`src/rtl/smc_pkg.sv`:
```
// Shared types and default dimensions for the SMC PWM generation stage.
package smc_pkg;

  localparam int SMC_N_CH  = 12;
  localparam int SMC_PER_W = 11;

  typedef enum logic [1:0] {
    ALIGN_OFF    = 2'b00,
    ALIGN_LEFT   = 2'b01,
    ALIGN_RIGHT  = 2'b10,
    ALIGN_CENTER = 2'b11
  } smc_align_e;

  typedef struct packed {
    logic                 sign;
    logic [SMC_PER_W-1:0] mag;
  } smc_duty_t;

endpackage

```
`src/rtl/smc_pwm_chan.sv`:
```
// One PWM channel: mode/duty shadow, duty saturation, compare against the
// shared counter, sign steering onto the pin pair and the output register.
module smc_pwm_chan
  import smc_pkg::*;
#(
  parameter int PER_W = SMC_PER_W
) (
  input  logic             clk,
  input  logic             srst,
  input  logic             load_i,
  input  logic             run_i,
  input  logic             phase_i,
  input  logic [PER_W-1:0] cnt_i,
  input  logic [PER_W-1:0] per_i,
  input  logic [1:0]       am_i,
  input  logic [PER_W:0]   dc_i,
  output logic             mnm_o,
  output logic             mnp_o
);

  logic [1:0]       am_q, am_d;
  logic [PER_W:0]   dc_q, dc_d;
  logic             mnm_q, mnm_d;
  logic             mnp_q, mnp_d;
  logic [PER_W-1:0] mag;
  logic [PER_W-1:0] thr;
  logic             pwm;

  always_comb begin
    am_d = load_i ? am_i : am_q;
    dc_d = load_i ? dc_i : dc_q;

    // Saturating to the period keeps per_i - mag from underflowing.
    mag = (dc_q[PER_W-1:0] > per_i) ? per_i : dc_q[PER_W-1:0];
    thr = per_i - mag;

    pwm = 1'b0;
    case (smc_align_e'(am_q))
      ALIGN_LEFT:   pwm = (cnt_i < mag);
      ALIGN_RIGHT:  pwm = (cnt_i >= thr);
      ALIGN_CENTER: pwm = phase_i ? (cnt_i < mag) : (cnt_i >= thr);
      default:      pwm = 1'b0;
    endcase

    mnp_d = run_i & pwm & ~dc_q[PER_W];
    mnm_d = run_i & pwm &  dc_q[PER_W];
  end

  always_ff @(posedge clk) begin
    if (srst) begin
      am_q  <= '0;
      dc_q  <= '0;
      mnm_q <= 1'b0;
      mnp_q <= 1'b0;
    end else begin
      am_q  <= am_d;
      dc_q  <= dc_d;
      mnm_q <= mnm_d;
      mnp_q <= mnp_d;
    end
  end

  assign mnm_o = mnm_q;
  assign mnp_o = mnp_q;

endmodule

```
`src/rtl/smc_pwm_gen.sv`:
```
// SMC PWM generator top: shared period counter, phase, period shadow and reload.
// Define SMC_DUTY_BUFFER_EN to double-buffer duty/mode as well as the period.
module smc_pwm_gen
  import smc_pkg::*;
#(
  parameter int N_CH  = SMC_N_CH,
  parameter int PER_W = SMC_PER_W
) (
  input  logic                      QCLK,
  input  logic                      QRESET,
  input  logic                      mcen_i,
  input  logic [PER_W-1:0]          mcper_i,
  input  logic [2*N_CH-1:0]         mcam_i,
  input  logic [(PER_W+1)*N_CH-1:0] mcdc_i,
  output logic [N_CH-1:0]           MNM,
  output logic [N_CH-1:0]           MNP,
  output logic                      period_end_o,
  output logic [PER_W-1:0]          cnt_o
);

  logic [PER_W-1:0] cnt_q, cnt_d;
  logic [PER_W-1:0] per_q, per_d;
  logic             phase_q, phase_d;
  logic             run;
  logic             last;
  logic             reload;
  logic             per_load;
  logic             duty_load;

  always_comb begin
    run    = mcen_i && (per_q != '0);
    last   = (cnt_q == per_q - PER_W'(1));
    reload = run && last && phase_q;

    // While the counter is stopped the shadows are transparent, so a
    // zero period can always be replaced without waiting for a reload.
    per_load = !run || reload;
`ifdef SMC_DUTY_BUFFER_EN
    duty_load = per_load;
`else
    duty_load = 1'b1;
`endif

    cnt_d   = '0;
    phase_d = 1'b0;
    if (run) begin
      if (last) begin
        cnt_d   = '0;
        phase_d = ~phase_q;
      end else begin
        cnt_d   = cnt_q + PER_W'(1);
        phase_d = phase_q;
      end
    end

    per_d = per_load ? mcper_i : per_q;
  end

  always_ff @(posedge QCLK) begin
    if (QRESET) begin
      cnt_q   <= '0;
      phase_q <= 1'b0;
      per_q   <= '0;
    end else begin
      cnt_q   <= cnt_d;
      phase_q <= phase_d;
      per_q   <= per_d;
    end
  end

  generate
    for (genvar gi = 0; gi < N_CH; gi++) begin : g_chan
      smc_pwm_chan #(
        .PER_W(PER_W)
      ) u_chan (
        .clk     (QCLK),
        .srst    (QRESET),
        .load_i  (duty_load),
        .run_i   (run),
        .phase_i (phase_q),
        .cnt_i   (cnt_q),
        .per_i   (per_q),
        .am_i    (mcam_i[2*gi +: 2]),
        .dc_i    (mcdc_i[(PER_W+1)*gi +: PER_W+1]),
        .mnm_o   (MNM[gi]),
        .mnp_o   (MNP[gi])
      );
    end
  endgenerate

  assign period_end_o = reload;
  assign cnt_o        = cnt_q;

endmodule
```
`config.mk`:
```
export PLATFORM = sky130hd
export DESIGN_NAME = smc_pwm_gen
export DESIGN_NICKNAME = d
export VERILOG_FILES = /design/src/rtl/smc_pkg.sv /design/src/rtl/smc_pwm_chan.sv /design/src/rtl/smc_pwm_gen.sv
export SDC_FILE = /design/constraint.sdc
export NUM_CORES = 1
export LEC_CHECK = 0
export CORE_ASPECT_RATIO = 0.5
export CORE_MARGIN = 2
export CORE_UTILIZATION = 55
export CTS_BUF_LIST = sky130_fd_sc_hd__clkbuf_16
export DETAILED_ROUTE_END_ITERATION = 16
export PLACE_DENSITY_LB_ADDON = 0.05
export SYNTH_ARGS = -nofsm -noshare
export SYNTH_HDL_FRONTEND = slang
export SYNTH_HIERARCHICAL = 1
export SYNTH_SLANG_ARGS = --single-unit
```
`constraint.sdc`:
```
create_clock -name QCLK -period 9.01 [get_ports QCLK]
set_clock_uncertainty 0.1 [all_clocks]
set_input_delay 1.802 -clock QCLK [delete_from_list [all_inputs] [get_ports QCLK]]
set_output_delay 1.802 -clock QCLK [all_outputs]
set_load 0.005 [all_outputs]
```
==> flow_summary.yaml <==
min_path:
  hold_path_class: "reg -> reg"
  hold-path-endpoint: "g_chan[2].u_chan/mnp_o"
  hold_depth: 1
  hp-start: "g_chan[2].u_chan/dc_q[11]"
clock_network:
  cts_hold_buf: 0
  cts_root_buf: "clkbuf_16"
  postCtsSetupBuffers: 0
  clk_pin_slew_ns: 0.07
  ctsResizeCount: 0
  cts_tree: "built"
  cts_made_buffers: 24
  cts_buffer_depth: 3
  clock_latency_ns: 0.59
  cts-htree-levels: 1
  cts_sinks: 215
routing:
  routed-wl-met2_mm: 32.7
  drtAntennaViolNets: 0
  drt_iter0_markers: 1787
  routedWlPerCell_um: 18.7
  wl_mm: 75.0
  wl_met3_mm: 4.91
  via_per_inst: 6.05
  via_count: 24200
  first_pass_iters: 5
  drc: 0
  highest_layer: "met5"
  drt-met1-wl_mm: 35.6
global_routing:
  gr-usage-all-layers_pct: 30.4
  grt_max_degree: 64
  grt.overflow.total: 0
  grt_pass1_vias: 22500
  antenna_found_initial: 1
  grt_pass1_wl_mm: 118
cells_and_area:
  nNetsFinal: 3994
  seq_area_sq_mm: 0.00433
  fillerInstances: 4054
  syn2layout_area_growth_pct: 14.9
  drive_gt1_share_pct: 9.02
  multi_input_area_sq_mm: 0.0199
critical_path:
  cp_num_buf_inv: 3
  slowest_delay_ns: 0.91
  reg2reg_depth: 23
  timing.rr.end: "g_chan[3].u_chan/mnp_o"
  rr_startpoint: "per_q[2]"
  rrSetupSlack_ns: 2.59
  critical_path_class: "reg -> reg"
  worstPathCellList: "buf_4 -> inv_1 -> ha_1 -> a21oi_2 -> a211oi_2 -> a2111oi_2 -> nor2_1 -> nand2_1 -> o21ai_0 -> ha_1 -> inv_1 -> ha_1 -> nor2_1 -> a2bb2oi_1 -> a211oi_2 -> o31ai_2 -> or4_1 -> nand3_1 -> ha_1 -> o211ai_1 -> a21oi_1 -> o211ai_1 -> a2111oi_1"
  path_common_cell: "ha_1"
  crit_required_ns: 9.36
  cp_num_cells: 23
  cpLargestDelayFamily: "compound AO/OA/AOI/OAI gates"
  critPathArrivalTime_ns: 6.77
  worstSetupStartpointType: "flop"
  cp_max_fo: 31
  critPathCaptureType: "flop"
  cp_slowest_cell: "a2111oi_2"
floorplan:
  io-pin-count: 218
  start_util_pct: 56.0
  core_area_sq_mm: 0.0455
  die_x_um: 308
  die_h_um: 156
  rows: 55
  dieArea_sq_mm: 0.0482
logic_synthesis:
  syn-cell-area_sq_mm: 0.0255
  ys_top_cells_by_area: "ha_1 (22%), dfxtp_1 (17%), mux2i_1 (7.5%), nor2_1 (6.1%), inv_1 (3.9%)"
  synth_fa_ha_area_share_pct: 22.6
  yosys_warnings: 6
  ys.flop_type: "dfxtp_1"
  async_flop_share_pct: 0
  synth_top_family_by_area: "compound AO/OA/AOI/OAI gates"
  yosysTopAreaCell: "ha_1"
  synth_edf_count: 0
  syn_area_per_cell_sq_um: 8.10
  netlist_instances: 3145
  synthXorXnorAreaFrac_pct: 3.88
  synth_cell_types: 94
  synthSimpleGateAreaFrac_pct: 19.5
  synth.most_common_cell: "ha_1"
  ys_ff_latch: 215
  ys_seq_area_share_pct: 16.9
  synth_mux_area_share_pct: 7.54
  synth_compound_area_share_pct: 24.5
  synthDominantCellAreaShare_pct: 21.9
  ys_top_cells_by_count: "ha_1 (446), nor2_1 (412), inv_1 (263)"
timing:
  setup_violations: 0
  timing.fmax_mhz: 156
  period_share_pct: 71.3
  max_slew_margin_pct: 32.6
  hold_slack_ns: 0.344
  worst_pin_slew_ns: 1.01
  slew_violations: 0
  hold_viol: 0
  post-route-min-period_ns: 6.42
  rsz0062_at_grt: "false"
  setup-tns-final_ns: 0
placed_design:
  io_buffer_count: 217
  gp_congestion: 0.946
  hpwlAfterDp_mm: 54.9
power:
  power_uw: 4700
  ir_drop_v: 0.000156
  leakagePower_uw: 0.0131
  p_per_area_mw_per_mm2: 160
run_status:
  status: "finished, final reports clean"
run:
  maxCapViolations: 0
## state kept, by name, summed over array words and instances (netlist names)
name	count
g_chan.u_chan/am_q	24
phase_q	1
g_chan.u_chan/mnp_o	12
g_chan.u_chan/mnm_o	12
g_chan.u_chan/dc_q	144
per_q	11
cnt_o	11
## stage by stage
| stage | utilization (%) | setup WS [ns] | instances | cell area, sq um |
|---|---|---|---|---|
| floorplan | - | 3.05 | 3156 | 25500 |
| finish | 64.4 | 2.59 | 4011 | 29300 |
| detailed placement | 62.7 | 2.74 | 3967 | 28500 |
| global route | 64.4 | 2.23 | 4010 | 29300 |
| CTS | 64.4 | 2.62 | 4010 | 29300 |
| global placement | 62.7 | 2.91 | 3967 | 28500 |
## cell type report
type / instances / area share [%]
antenna: 1 / 0.00854
clock buffer: 24 / 2.05
clock inverter: 19 / 0.662
inverter: 269 / 3.45
multi-input combinational: 2605 / 68.0
sequential: 215 / 14.8
tap: 627 / 2.68
timing repair buffer: 251 / 8.33
## worst max-delay path by stage
stage	endpoint	startpoint	slack [ns]
floorplan	g_chan[2].u_chan/mnm_o	per_q[5]	3.05
global placement	g_chan[2].u_chan/mnm_o	per_q[2]	2.91
detailed placement	g_chan[2].u_chan/mnm_o	per_q[2]	2.74
CTS	period_end_o	per_q[0]	2.62
global route	g_chan[3].u_chan/mnp_o	per_q[2]	2.23
finish	g_chan[3].u_chan/mnp_o	per_q[2]	2.59
## power breakdown
group,switching (uW),internal (uW)
combinational,1450,1130
clock,461,576
sequential,82.4,1000
## routing by layer
layer / vias to the layer above / GRT usage (%)
met2: 702 / 49.9
met1: 11400 / 42.3
met4: 2 / 7.22
li1: 12100 / -
met3: 113 / 4.01
met5: - / 0
## layout by cell type, fill, tap and decap left out, drive strengths merged, types with 44 or more instances in the layout
cell and instances:
a211oi 93, a21o 75, a21oi 228, clkdlybuf4s50 216, dfxtp 215, ha 446, inv 275, mux2i 192
nand2 139, nand2b 67, nand3 77, nand4 44, nor2 418, nor3 53, o21ai 154, xnor2 60
xor2 53
## logic make-up (layout without fill, tap and decap cells)
group | count (synthesis) | count (layout)
adders and majority gates | 463 | 463
DFF | 215 | 215
muxes | 192 | 192
other | 1 | 13
AOI/OAI and AO/OA | 840 | 840
and+or+nand+nor | 985 | 985
buffers and inverters | 336 | 563
xor gates and xnor gates | 113 | 113
## worst register-to-register path: stages, from the launching register on
cell and delay [ns]:
dfxtp_2 0.90, buf_4 0.43, inv_1 0.15, ha_1 0.36
a21oi_2 0.17, a211oi_2 0.09, a2111oi_2 0.91, nor2_1 0.18
nand2_1 0.13, o21ai_0 0.10, ha_1 0.23, inv_1 0.08
ha_1 0.21, nor2_1 0.08, a2bb2oi_1 0.26, a211oi_2 0.13
o31ai_2 0.34, or4_1 0.16, nand3_1 0.08, ha_1 0.31
o211ai_1 0.09, a21oi_1 0.22, o211ai_1 0.17, a2111oi_1 0.41
(Power assumes the default switching activity.)
